--- src/rtl/fp_div_mant_iter_if.sv ---
// Handshake/operand bundle between the FP divide front end and the mantissa divider.
interface fp_div_mant_iter_if #(
  parameter int MANT_W = 53,
  parameter int QUOT_W = MANT_W + 2
);
  logic              in_start;
  logic [MANT_W-1:0] in_dividend;
  logic [MANT_W-1:0] in_divisor;
  logic              out_busy;
  logic              out_done;
  logic [QUOT_W-1:0] out_quotient;
  logic              out_sticky;
  logic              out_div_by_zero;

  modport master (
    output in_start, in_dividend, in_divisor,
    input  out_busy, out_done, out_quotient, out_sticky, out_div_by_zero
  );

  modport slave (
    input  in_start, in_dividend, in_divisor,
    output out_busy, out_done, out_quotient, out_sticky, out_div_by_zero
  );
endinterface

--- src/rtl/fp_div_mant_iter.sv ---
// Restoring mantissa divider, one quotient bit per clock (quotient + guard + round, sticky).
// Optional FP_DIV_EARLY_TERM_EN: finish as soon as the partial remainder reaches zero.
module fp_div_mant_iter #(
  parameter int MANT_W = 53,
  parameter int QUOT_W = MANT_W + 2,
  parameter int CNT_W  = 6
) (
  input  logic             in_clk,
  input  logic             in_rst,
  fp_div_mant_iter_if.slave bus
);

  localparam logic [1:0] ST_IDLE = 2'd0;
  localparam logic [1:0] ST_RUN  = 2'd1;
  localparam logic [1:0] ST_DONE = 2'd2;

  logic [1:0]        state;
  logic [MANT_W:0]   rem;
  logic [MANT_W-1:0] div;
  logic [QUOT_W-1:0] q;
  logic [CNT_W-1:0]  cnt;
  logic [QUOT_W-1:0] quot;
  logic              sticky;
  logic              dbz;

  logic [MANT_W+1:0] step;
  logic [MANT_W:0]   rem_nxt;
  logic [QUOT_W-1:0] q_nxt;

  // Returns {quotient_bit, next_remainder}. rem < 2*div keeps the top bit of the
  // shifted value zero, so dropping it on the shift loses nothing.
  function automatic logic [MANT_W+1:0] restore_step(
    input logic [MANT_W:0]   r,
    input logic [MANT_W-1:0] d
  );
    logic [MANT_W:0] diff;
    if (r >= {1'b0, d}) begin
      diff = r - {1'b0, d};
      return {1'b1, diff[MANT_W-1:0], 1'b0};
    end
    return {1'b0, r[MANT_W-1:0], 1'b0};
  endfunction

  always_comb begin
    step    = restore_step(rem, div);
    rem_nxt = step[MANT_W:0];
    q_nxt   = {q[QUOT_W-2:0], step[MANT_W+1]};
  end

  always_ff @(posedge in_clk) begin
    if (in_rst) begin
      state  <= ST_IDLE;
      rem    <= '0;
      div    <= '0;
      q      <= '0;
      cnt    <= '0;
      quot   <= '0;
      sticky <= 1'b0;
      dbz    <= 1'b0;
    end else begin
      case (state)
        ST_IDLE: begin
          if (bus.in_start) begin
            if (bus.in_divisor != '0) begin
              rem    <= {1'b0, bus.in_dividend};
              div    <= bus.in_divisor;
              q      <= '0;
              cnt    <= CNT_W'(QUOT_W - 1);
              quot   <= '0;
              sticky <= 1'b0;
              dbz    <= 1'b0;
              state  <= ST_RUN;
            end else begin
              quot   <= '1;
              sticky <= 1'b0;
              dbz    <= 1'b1;
              state  <= ST_DONE;
            end
          end
        end
        ST_RUN: begin
          rem <= rem_nxt;
          q   <= q_nxt;
          // Results are registered on the edge entering DONE so they are valid with out_done.
          if (cnt == '0) begin
            quot   <= q_nxt;
            sticky <= |rem_nxt;
            state  <= ST_DONE;
          end
`ifdef FP_DIV_EARLY_TERM_EN
          else if (rem_nxt == '0) begin
            quot   <= q_nxt << cnt;
            sticky <= 1'b0;
            state  <= ST_DONE;
          end
`endif
          else begin
            cnt <= cnt - 1'b1;
          end
        end
        ST_DONE: state <= ST_IDLE;
        default: state <= ST_IDLE;
      endcase
    end
  end

  assign bus.out_busy        = (state != ST_IDLE);
  assign bus.out_done        = (state == ST_DONE);
  assign bus.out_quotient    = quot;
  assign bus.out_sticky      = sticky;
  assign bus.out_div_by_zero = dbz;

endmodule

--- src/flat_wrapper.sv ---
// flat-port wrapper written by rule: the top's interface ports become plain ports
module fp_div_mant_iter_flat 
#(
  parameter int MANT_W = 53,
  parameter int QUOT_W = MANT_W + 2,
  parameter int CNT_W  = 6
)
  (in_clk, in_rst, bus_in_start, bus_in_dividend, bus_in_divisor, bus_out_busy, bus_out_done, bus_out_quotient, bus_out_sticky, bus_out_div_by_zero);
  fp_div_mant_iter_if #(.MANT_W(MANT_W), .QUOT_W(QUOT_W)) bus_i ();
  input  logic in_clk;
  input  logic in_rst;
  input wire logic [$bits(bus_i.in_start)-1:0] bus_in_start;
  input wire logic [$bits(bus_i.in_dividend)-1:0] bus_in_dividend;
  input wire logic [$bits(bus_i.in_divisor)-1:0] bus_in_divisor;
  output wire logic [$bits(bus_i.out_busy)-1:0] bus_out_busy;
  output wire logic [$bits(bus_i.out_done)-1:0] bus_out_done;
  output wire logic [$bits(bus_i.out_quotient)-1:0] bus_out_quotient;
  output wire logic [$bits(bus_i.out_sticky)-1:0] bus_out_sticky;
  output wire logic [$bits(bus_i.out_div_by_zero)-1:0] bus_out_div_by_zero;
  assign bus_i.in_start = bus_in_start;
  assign bus_i.in_dividend = bus_in_dividend;
  assign bus_i.in_divisor = bus_in_divisor;
  assign bus_out_busy = bus_i.out_busy;
  assign bus_out_done = bus_i.out_done;
  assign bus_out_quotient = bus_i.out_quotient;
  assign bus_out_sticky = bus_i.out_sticky;
  assign bus_out_div_by_zero = bus_i.out_div_by_zero;
  fp_div_mant_iter #(.MANT_W(MANT_W), .QUOT_W(QUOT_W), .CNT_W(CNT_W)) u_core (.in_clk(in_clk), .in_rst(in_rst), .bus(bus_i));
endmodule
--- config.mk ---
export PLATFORM = sky130hd
export DESIGN_NAME = fp_div_mant_iter_flat
export DESIGN_NICKNAME = d
export VERILOG_FILES = /design/src/rtl/fp_div_mant_iter_if.sv /design/src/rtl/fp_div_mant_iter.sv /design/src/flat_wrapper.sv
export SDC_FILE = /design/constraint.sdc
export NUM_CORES = 1
export LEC_CHECK = 0
export BUFFER_PORTS_ARGS = -buffer_cell sky130_fd_sc_hd__buf_2
export CAP_MARGIN = 40
export CORE_ASPECT_RATIO = 1.25
export CORE_MARGIN = 1.5
export CORE_UTILIZATION = 50
export DETAILED_ROUTE_END_ITERATION = 7
export PLACE_DENSITY = 0.71
export SLEW_MARGIN = 20
export SYNTH_ARGS = -nofsm -noshare
export SYNTH_HDL_FRONTEND = slang
export SYNTH_SLANG_ARGS = --single-unit
--- constraint.sdc ---
create_clock -name in_clk -period 10.7 [get_ports in_clk]
set_input_delay 2.14 -clock in_clk [delete_from_list [all_inputs] [get_ports in_clk]]
set_output_delay 2.14 -clock in_clk [all_outputs]
set_load 0.05 [all_outputs]
==> run summary <==
total gr overflow -> 0
synthesized area per cell -> 7.77 µm²
asr flop ratio synth -> 0%
Die Y -> 184 µm
Core Rows -> 65
sequential fraction of the synthesis area -> 34.7%
WP data arrival -> 5.56 ns
CTS tree -> yes
maximum clock frequency -> 0.193 GHz
Root Buffer -> clkbuf_16
CP Capture Type -> flip-flop
Starting DRT DRC Count -> 1148
Vias -> 13025
net switching power -> 0.00199 W
Non-Filler Instances -> 2113
Tcrit/Tclk final -> 48.5%
total negative setup slack -> 0 ns
Max rail drop VDD -> 166 µV
vias in the first global route -> 12250
core box area -> 25500 µm²
Worst Hold Class -> reg -> reg
PortBufs -> 167
Antenna Cells -> 0
WL final -> 41800 µm
CTS buffer count -> 23
LEAKAGE -> 5.96 nW
fillcell total -> 2398
area of the mapped netlist -> 13100 µm²
postcts setup bufs -> 0
Post-CTS Resized -> 0
sequential standard cell area -> 4520 µm²
WL per Instance -> 19.8 µm
crit path max fanout -> 45
Layout area overhead -> 13.2%
TritonRoute pass-1 iters -> 8
Sink Count -> 226
largest net degree at the start of global routing -> 110
Synth Warn # -> 0
Clk network pwr share -> 19.0%
clk_lat worst skew -> 0.52 ns
Vias per Instance -> 6.16
worst path buffer plus inverter count -> 3
switching share of power -> 46.6%
H-tree depth -> 1
Max Cap Violations -> 0
setup violators final -> 0
Main synth FF type -> dfxtp_1
Reg clk slew, reported paths -> 0.07 ns
top-count cell post-synth -> nand2_1
antenna-violating nets left -> 0
count of cell types in the netlist -> 79
area of the multi-input gates -> 7710 µm²
syn_nets -> 1845
PwrDens -> 289 nW/µm²
startpoint types -> flip-flop
HPWL after DPL -> 31000 µm
global-route wire length before repair -> 66000 µm
initial core utilization -> 51.3%
Total GRT Usage -> 30.2%
CP max stage cell -> a2111o_1
Int Pwr -> 0.00228 W
DRC errors left -> 1
post-route minimum period -> 5.19 ns
routability cong. -> 0.981
clk buf depth -> 3
CP Cell Sequence -> inv_1 > ha_1 > inv_1 > nor3_1 > nand3_1 > nor3_1 > a2111o_1 > or2_2 > buf_4 > a41oi_1 > a2111oi_0 > a311oi_1
die area -> 27100 µm²
Crit path required time -> 11.07 ns
Post-synth EDFFs -> 0
die width -> 148 µm
clk_skew -> 0.00854 ns
placed cells -> 2074
outcome -> finished, violations left
Area contributors post-synth -> dfxtp_1, nand2_1, a21oi_1, ha_1, nor2_1
cell family with most CP delay -> compound AO/OA/AOI/OAI gates
# IOs -> 168
Worst Tran Pin Value -> 0.910 ns
initial antenna violation count -> 0
final hold violations -> 0
cts hold-fix bufs -> 0
Final nets -> 1930
most frequent cells after synthesis -> nand2_1, dfxtp_1, a21oi_1
logic gate share of total power -> 56.7%
power share of the sequential group -> 24.3%
Slew HR -> 38.7%
Largest stage delay, worst path -> 0.69 ns
#FFs+latches synth -> 226
RSZ-0062 raised after global routing -> no
area fraction of the dominant cell type after synthesis -> 34.7%
violated checks -> DRC
worst setup path category -> reg -> reg
Synth Instances -> 1681
Synth area leader -> dfxtp_1
layout cells sized above 1 -> 14.7%
Slew Limit Fails -> 0
layout make-up:
class                   count  share of cell area, %
flip-flops and latches    226                   30.6
inverters                  91                   2.31
clock inverters             6                  0.610
multi-input cells        1244                   52.2
well taps                 335                   2.84
repair buffers            180                   6.98
clock buffers              31                   4.44
through the flow:
stage	setup slack, ns	total power (W)	cell area [µm²]	hold slack (ns)	util [%]
CTS	5.53	0.00424	14700	0.455	57.9
global route	5.27	0.00452	14800	0.467	58.0
finish	5.51	0.00427	14800	0.452	58.0
floorplan	6.29	0.00280	13100	0.433	-
detailed placement	4.97	0.00342	14000	0.446	54.9
global placement	4.35	0.00340	13900	0.442	54.5
cell families (layout without fill, tap and decap cells):
family / Yosys count / in the layout / share of synthesized area [%]
simple gates: 626 / 626 / 21.4
buf+inv: 211 / 308 / 6.50
compound gates: 485 / 485 / 26.2
mux: 42 / 42 / 3.50
xor+xnor: 36 / 36 / 2.42
fa+ha+maj: 55 / 55 / 5.33
flops: 226 / 226 / 34.7
worst register-to-register path: cells and delay by family, from the launching register on:
kind	cells	cell delay, ns
DFF	1	0.36
buffers and inverters	3	0.83
adders and majority gates	1	0.47
AOI/OAI and AO/OA	4	1.92
and+or+nand+nor	4	1.45
cell usage in the layout (no fill, tap or decap), types with 5 or more instances in the layout:
| cell | n |
|---|---|
| nand2_1 | 288 |
| dfxtp_1 | 226 |
| a21oi_1 | 193 |
| buf_2 | 168 |
| nor2_1 | 155 |
| inv_1 | 91 |
| a311oi_1 | 58 |
| ha_1 | 54 |
| a222oi_1 | 47 |
| o21ai_0 | 37 |
| nor4_1 | 34 |
| nor3_1 | 28 |
| nand4_1 | 28 |
| xnor2_1 | 23 |
| clkbuf_16 | 23 |
| nand3_1 | 22 |
| a21o_1 | 19 |
| mux2_1 | 17 |
| xor2_1 | 13 |
| mux2i_1 | 13 |
| mux2_2 | 12 |
| o211ai_1 | 11 |
| a211o_1 | 10 |
| a211oi_1 | 10 |
| a22oi_1 | 10 |
| o21bai_1 | 10 |
| or3_1 | 10 |
| o31ai_1 | 10 |
| nand2b_1 | 8 |
| and3_1 | 8 |
| o2111ai_1 | 7 |
| and2_1 | 6 |
| a221oi_1 | 6 |
| nor3b_1 | 6 |
| a31oi_1 | 6 |
| and4_1 | 6 |
| o21a_1 | 5 |
| or3b_2 | 5 |
| clkbuf_8 | 5 |
| buf_4 | 5 |
state kept, by name, indices dropped and copies added (netlist names):
name and flops:
u_core.bus.out_quotient 55, u_core.q 54, u_core.rem 54, u_core.div 53, u_core.cnt 6, u_core.state 2
u_core.bus.out_div_by_zero 1, u_core.bus.out_sticky 1
power groups by stage:
stage               Combinational, W  Sequential (W)  Clock, W
floorplan                    0.00168         0.00112         0
global placement             0.00235         0.00105         0
detailed placement           0.00236         0.00106         0
CTS                          0.00237         0.00104  0.000828
global route                 0.00261         0.00105  0.000861
finish                       0.00242         0.00104  0.000812
per-layer routing:
metal / GRT usage, % / part of all wire [%]
met5: 0 / 0
met4: 10.6 / 3.5
met3: 3.65 / 6.0
met2: 52.5 / 48
met1: 38.3 / 42
final timing paths:
path | cells after the start | slack [ns] | endpoint | startpoint
max | 12 | 5.51 | u_core.bus.out_sticky | u_core.div[43]
min | 2 | 0.45 | u_core.q[13] | u_core.q[13]
max reg2reg | 12 | 5.51 | u_core.bus.out_sticky | u_core.div[43]
min reg2reg | 2 | 0.45 | u_core.q[13] | u_core.q[13]
(Power assumes the default switching activity.)
